`src/rtl/sd_cmd_responder.sv`:
```
// Card-side SD CMD responder: oversamples sd_clk/CMD, decodes 48-bit command
// frames with CRC7 checking, and returns an R1-format response NCR clocks later.
module sd_cmd_responder #(
    parameter int NCR         = 2,
    parameter int SYNC_STAGES = 2
) (
    input  logic        clk,
    input  logic        rst,
    input  logic        sd_clk_in,
    input  logic        sd_cmd_in,
    output logic        sd_cmd_out,
    output logic        sd_cmd_oe,
    output logic        cmd_valid,
    output logic [5:0]  cmd_index,
    output logic [31:0] cmd_arg,
    output logic        cmd_crc_err,
    output logic        cmd_frame_err,
    input  logic [31:0] resp_status,
    input  logic        resp_suppress,
    output logic        busy
);
    typedef enum logic [2:0] {ST_IDLE, ST_RX, ST_CHECK, ST_WAIT_NCR, ST_TX} state_t;

    localparam logic [6:0] NCR_CNT = 7'(NCR);

    function automatic logic [6:0] crc7_step(input logic [6:0] c, input logic b);
        logic fb;
        fb = c[6] ^ b;
        return {c[5:0], 1'b0} ^ (fb ? 7'h09 : 7'h00);
    endfunction

    logic [SYNC_STAGES-1:0] clk_sync_reg, clk_sync_next;
    logic [SYNC_STAGES-1:0] cmd_sync_reg, cmd_sync_next;
    logic                   clk_prev_reg;

    genvar gi;
    generate
        for (gi = 0; gi < SYNC_STAGES; gi++) begin : g_sync
            if (gi == 0) begin : g_in
                assign clk_sync_next[gi] = sd_clk_in;
                assign cmd_sync_next[gi] = sd_cmd_in;
            end else begin : g_chain
                assign clk_sync_next[gi] = clk_sync_reg[gi-1];
                assign cmd_sync_next[gi] = cmd_sync_reg[gi-1];
            end
        end
    endgenerate

    logic clk_s, cmd_s, rise, fall;
    assign clk_s = clk_sync_reg[SYNC_STAGES-1];
    assign cmd_s = cmd_sync_reg[SYNC_STAGES-1];
    assign rise  = clk_s & ~clk_prev_reg;
    assign fall  = ~clk_s & clk_prev_reg;

    state_t        state_reg, state_next;
    logic [46:0]   rx_reg, rx_next;          // frame bits 46..0; start bit is implied
    logic [5:0]    bit_cnt_reg, bit_cnt_next;
    logic [6:0]    crc_reg, crc_next;
    logic [6:0]    ncr_cnt_reg, ncr_cnt_next;
    logic [39:0]   tx_reg, tx_next;
    logic [5:0]    idx_reg, idx_next;
    logic [31:0]   arg_reg, arg_next;
    logic          valid_reg, valid_next;
    logic          crc_err_reg, crc_err_next;
    logic          frame_err_reg, frame_err_next;
    logic          out_reg, out_next;
    logic          oe_reg, oe_next;

    always_comb begin
        state_next     = state_reg;
        rx_next        = rx_reg;
        bit_cnt_next   = bit_cnt_reg;
        crc_next       = crc_reg;
        ncr_cnt_next   = ncr_cnt_reg;
        tx_next        = tx_reg;
        idx_next       = idx_reg;
        arg_next       = arg_reg;
        valid_next     = 1'b0;
        crc_err_next   = 1'b0;
        frame_err_next = 1'b0;
        out_next       = out_reg;
        oe_next        = oe_reg;
        case (state_reg)
            ST_IDLE: begin
                if (rise && !cmd_s) begin
                    rx_next      = '0;
                    bit_cnt_next = 6'd1;
                    crc_next     = '0;
                    state_next   = ST_RX;
                end
            end
            ST_RX: begin
                if (rise) begin
                    rx_next      = {rx_reg[45:0], cmd_s};
                    bit_cnt_next = bit_cnt_reg + 6'd1;
                    // Bit count c receives frame bit 47-c; only bits 46..8 feed the CRC.
                    if (bit_cnt_reg < 6'd40) begin
                        crc_next = crc7_step(crc_reg, cmd_s);
                    end
                    if (bit_cnt_reg == 6'd47) begin
                        state_next = ST_CHECK;
                    end
                end
            end
            ST_CHECK: begin
                state_next = ST_IDLE;
                if (!rx_reg[46] || !rx_reg[0]) begin
                    frame_err_next = 1'b1;
                end else if (rx_reg[7:1] != crc_reg) begin
                    crc_err_next = 1'b1;
                end else begin
                    valid_next   = 1'b1;
                    idx_next     = rx_reg[45:40];
                    arg_next     = rx_reg[39:8];
                    tx_next      = {2'b00, rx_reg[45:40], resp_status};
                    ncr_cnt_next = '0;
                    if (!resp_suppress) begin
                        state_next = ST_WAIT_NCR;
                    end
                end
            end
            ST_WAIT_NCR: begin
                if (rise && ncr_cnt_reg != NCR_CNT) begin
                    ncr_cnt_next = ncr_cnt_reg + 7'd1;
                end
                if (fall && ncr_cnt_reg == NCR_CNT) begin
                    oe_next      = 1'b1;
                    out_next     = tx_reg[39];
                    tx_next      = {tx_reg[38:0], 1'b0};
                    crc_next     = crc7_step(7'd0, tx_reg[39]);
                    bit_cnt_next = 6'd1;
                    state_next   = ST_TX;
                end
            end
            ST_TX: begin
                if (fall) begin
                    bit_cnt_next = bit_cnt_reg + 6'd1;
                    if (bit_cnt_reg == 6'd48) begin
                        oe_next    = 1'b0;
                        out_next   = 1'b1;
                        state_next = ST_IDLE;
                    end else if (bit_cnt_reg < 6'd40) begin
                        out_next = tx_reg[39];
                        tx_next  = {tx_reg[38:0], 1'b0};
                        crc_next = crc7_step(crc_reg, tx_reg[39]);
                    end else if (bit_cnt_reg < 6'd47) begin
                        out_next = crc_reg[6];
                        crc_next = {crc_reg[5:0], 1'b0};
                    end else begin
                        out_next = 1'b1;
                    end
                end
            end
            default: state_next = ST_IDLE;
        endcase
    end

    always_ff @(posedge clk) begin
        if (!rst) begin
            clk_sync_reg  <= '1;
            cmd_sync_reg  <= '1;
            clk_prev_reg  <= 1'b1;
            state_reg     <= ST_IDLE;
            rx_reg        <= '0;
            bit_cnt_reg   <= '0;
            crc_reg       <= '0;
            ncr_cnt_reg   <= '0;
            tx_reg        <= '0;
            idx_reg       <= '0;
            arg_reg       <= '0;
            valid_reg     <= 1'b0;
            crc_err_reg   <= 1'b0;
            frame_err_reg <= 1'b0;
            out_reg       <= 1'b1;
            oe_reg        <= 1'b0;
        end else begin
            clk_sync_reg  <= clk_sync_next;
            cmd_sync_reg  <= cmd_sync_next;
            clk_prev_reg  <= clk_s;
            state_reg     <= state_next;
            rx_reg        <= rx_next;
            bit_cnt_reg   <= bit_cnt_next;
            crc_reg       <= crc_next;
            ncr_cnt_reg   <= ncr_cnt_next;
            tx_reg        <= tx_next;
            idx_reg       <= idx_next;
            arg_reg       <= arg_next;
            valid_reg     <= valid_next;
            crc_err_reg   <= crc_err_next;
            frame_err_reg <= frame_err_next;
            out_reg       <= out_next;
            oe_reg        <= oe_next;
        end
    end

    assign sd_cmd_out    = out_reg;
    assign sd_cmd_oe     = oe_reg;
    assign cmd_valid     = valid_reg;
    assign cmd_index     = idx_reg;
    assign cmd_arg       = arg_reg;
    assign cmd_crc_err   = crc_err_reg;
    assign cmd_frame_err = frame_err_reg;
    assign busy          = (state_reg != ST_IDLE);
endmodule

```
`config.mk`:
```
export PLATFORM = sky130hd
export DESIGN_NAME = sd_cmd_responder
export DESIGN_NICKNAME = d
export VERILOG_FILES = /design/src/rtl/sd_cmd_responder.sv
export SDC_FILE = /design/constraint.sdc
export NUM_CORES = 1
export LEC_CHECK = 0
export ABC_AREA = 0
export BUFFER_PORTS_ARGS = -buffer_cell sky130_fd_sc_hd__buf_2
export CORE_MARGIN = 2
export CORE_UTILIZATION = 31
export CTS_CLUSTER_DIAMETER = 40
export CTS_CLUSTER_SIZE = 28
export DETAILED_ROUTE_END_ITERATION = 10
export PLACE_DENSITY_LB_ADDON = 0.2
export SLEW_MARGIN = 25
export SYNTH_ARGS = -nofsm -noshare
export SYNTH_HDL_FRONTEND = slang
export SYNTH_SLANG_ARGS = --single-unit
```
`constraint.sdc`:
```
create_clock -name clk -period 2.24 [get_ports clk]
set_input_delay 0.448 -clock clk [delete_from_list [all_inputs] [get_ports clk]]
set_output_delay 0.448 -clock clk [all_outputs]
set_load 0.02 [all_outputs]
```
==> summary.md <==
| Metric | Value |
|---|---|
| Initial antenna violation count | `0` |
| Most frequent cells in the layout | `nand2_1, dfxtp_1, a21oi_1` |
| Post-synthesis net count | `859` |
| Syn Inst Count | `818` |
| Std-Cell Core Area | `21000 um^2` |
| Storage element area | `3160 um^2` |
| TritonRoute pass-1 iters | `7` |
| CP cell instances | `inv_1 > ha_1 > nor2b_1 > nand3_1 > a31oi_4 > buf_12 > a21oi_1 > a311oi_1` |
| Overall routing resource usage | `0.158` |
| Post-layout minimum cycle time | `1.99 ns` |
| Flops & latches, synth | `158` |
| Fin Clk Skew | `0.0124 ns` |
| Setup tns final | `0 ns` |
| Die ar. | `22500 um^2` |
| Largest net degree at the start of global routing | `67` |
| Status | `completed` |
| PD cells | `739 nW/um^2` |
| Maximum vdd drop | `469 uV` |
| I/O Pins | `81` |
| CTS buffer count | `17` |
| Post-Layout Cell Count | `1157` |
| Hold WC Path Type | `input port to flop` |
| Max Slew Vio Count | `0` |
| Total number of vias | `5837` |
| Chip height | `150 um` |
| Cts hold-fix bufs | `0` |
| Crit share post-route | `0.887` |
| DR vias/cell | `5.04` |
| Worst setup SP type | `flop` |
| Req. time, crit path | `2.55 ns` |
| Leakage power | `2.76 nW` |
| WP buf/inv | `2` |
| Layout area overhead | `20.1%` |
| Fmax | `503 MHz` |
| RSZ-0062 raised after global routing | `false` |
| Placed insts | `1125` |
| Vias in the first global route | `5477` |
| Mean Syn Cell Area | `8.08 um^2` |
| Data arrival time of the worst path | `2.30 ns` |
| Fillers | `2231` |
| Cell family contributing the most delay on the critical path | `compound AO/OA/AOI/OAI gates` |
| Die W | `150 um` |
| First-pass GRT wire length | `28.5 mm` |
| Total grt overflow | `0` |
| # diodes | `0` |
| Setup Crit Path Kind | `flop to flop` |
| Max_slew headroom | `0.627` |
| Clock tree buffer depth | `2` |
| Number of enable flip-flop cells after synthesis | `0` |
| Clk sinks | `158` |
| Initial Utilization | `0.315` |
| Num rows | `53` |
| Async S/R FF share, synth | `0` |
| Final setup vio count | `0` |
| Synth cell types | `54` |
| Worst Path Max Fanout | `37` |
| Share of post-route cells with drive strength above 1 | `0.168` |
| Seq/Total Area, Yosys | `0.479` |
| Max_cap viols | `0` |
| Final Net Count | `910` |
| Largest area contributor in the netlist | `dfxtp_1` |
| Final Wtd Congestion | `0.848` |
| CTS resizes | `0` |
| Crit end category | `flop` |
| Clk pin slew, worst setup/hold paths | `0.06 ns` |
| Post-Syn Area | `6610 um^2` |
| Worst reg2reg setup slack | `0.25 ns` |
| H-tree Lvls | `4` |
| Dpl hpwl | `10.5 mm` |
| Final Hold Viols | `0` |
| Commonest non-fill, non-tap cell in the layout | `nand2_1` |
| Multi-input gate area | `3130 um^2` |
| Post-route DRC | `0` |
| Slew @ Worst Pin | `0.556 ns` |
| Input/output buffers | `80` |
| Max FFs per register | `47` |
| Largest cells by area after synthesis | `dfxtp_1, nand2_1, a21oi_1, a311oi_1, nand3_1` |
| Top-area cell type share of the netlist area | `0.479` |
| Ys flop type | `dfxtp_1` |
| Final WL | `17.1 mm` |
| Total of warnings raised by yosys | `0` |
| Root buf cell | `clkbuf_16` |
| Clk Latency, worst-skew pair | `0.42 ns` |
| CTS tree | `yes` |
| Critical-path top delay cell | `dfxtp_1` |
| Wire per inst | `14.8 um` |
| Worst path max stage delay | `0.35 ns` |
| Post-route ant nets | `0` |
| Drt first-iter violations | `366` |
| Setup Fix Bufs, Post-CTS | `0` |
[worst paths after layout]
check                                   start                    endpoint  cells after the start
setup / recovery  ncr_cnt_reg[0]$_SDFFE_PN0P_     tx_reg[26]$_SDFFE_PN0P_                      8
hold / removal                      sd_clk_in  clk_sync_reg[0]$_SDFF_PN1_                      2
setup reg to reg  ncr_cnt_reg[0]$_SDFFE_PN0P_     tx_reg[26]$_SDFFE_PN0P_                      8
hold reg to reg    cmd_sync_reg[0]$_SDFF_PN1_  cmd_sync_reg[1]$_SDFF_PN1_                      1
[routing by layer]
metal	part of all wire	wire length, um	global-route usage
met5	0	0	0
met4	0.0092	157	0.0410
met3	0.055	939	0.0457
met2	0.42	7280	0.233
met1	0.51	8760	0.225
[cells by family (layout without fill, tap and decap cells)]
family	after synthesis	after routing	share of synthesized area
compound gates	204	204	0.193
xor+xnor	16	16	0.0212
fa+ha+maj	4	4	0.00757
buf+inv	79	143	0.0541
flops	158	158	0.479
mux	5	5	0.00757
simple gates	352	352	0.238
[final cells by class]
cell class                 instances  area share
sequential                       158       0.399
multi-input combinational        581       0.394
timing repair buffer             103      0.0848
clock buffer                      21      0.0580
tap                              275      0.0434
clock inverter                    11      0.0169
inverter                           8     0.00410
[cells in the mapped netlist, types with 4 or more instances]
master / instances
buf_2: 22
nand3_1: 58
o21a_1: 4
o21ai_0: 4
nor3_1: 7
a311oi_1: 40
nor2b_1: 4
nor2_1: 28
clkbuf_1: 42
inv_1: 8
mux2i_1: 5
nand2b_1: 8
dfxtp_1: 158
ha_1: 4
xnor2_1: 13
a21oi_1: 125
or3_1: 4
a31oi_1: 4
a22oi_1: 5
nand2_1: 216
[through the flow]
stage / utilization / hold slack (ns) / worst slack [ns] / total power [mW] / instance area (um^2)
2_1_floorplan: - / 0.386 / 0.471 / 2.95 / 6610
3_3_place_gp: 0.350 / 0.389 / 0.293 / 3.02 / 7340
3_5_place_dp: 0.350 / 0.394 / 0.287 / 3.01 / 7340
4_1_cts: 0.379 / 0.200 / 0.253 / 5.94 / 7940
5_1_grt: 0.379 / 0.208 / 0.0616 / 6.08 / 7940
6_report: 0.379 / 0.217 / 0.252 / 5.86 / 7940
[report_power, final]
part | internal [mW] | switching, mW | total, mW | leakage [nW]
registers | 2.81 | 0.00411 | 2.82 | 1.27
logic | 0.0455 | 0.0865 | 0.132 | 1.19
clock network | 1.72 | 1.20 | 2.91 | 0.293
total | 4.58 | 1.29 | 5.86 | 2.76
[worst register-to-register path, cell delays in order (launching register included)]
cell and delay [ns]:
dfxtp_1 0.35, inv_1 0.07, ha_1 0.14, nor2b_1 0.31
nand3_1 0.18, a31oi_4 0.23, buf_12 0.22, a21oi_1 0.11
a311oi_1 0.27
No activity file was read; power rests on OpenSTA's default activity.
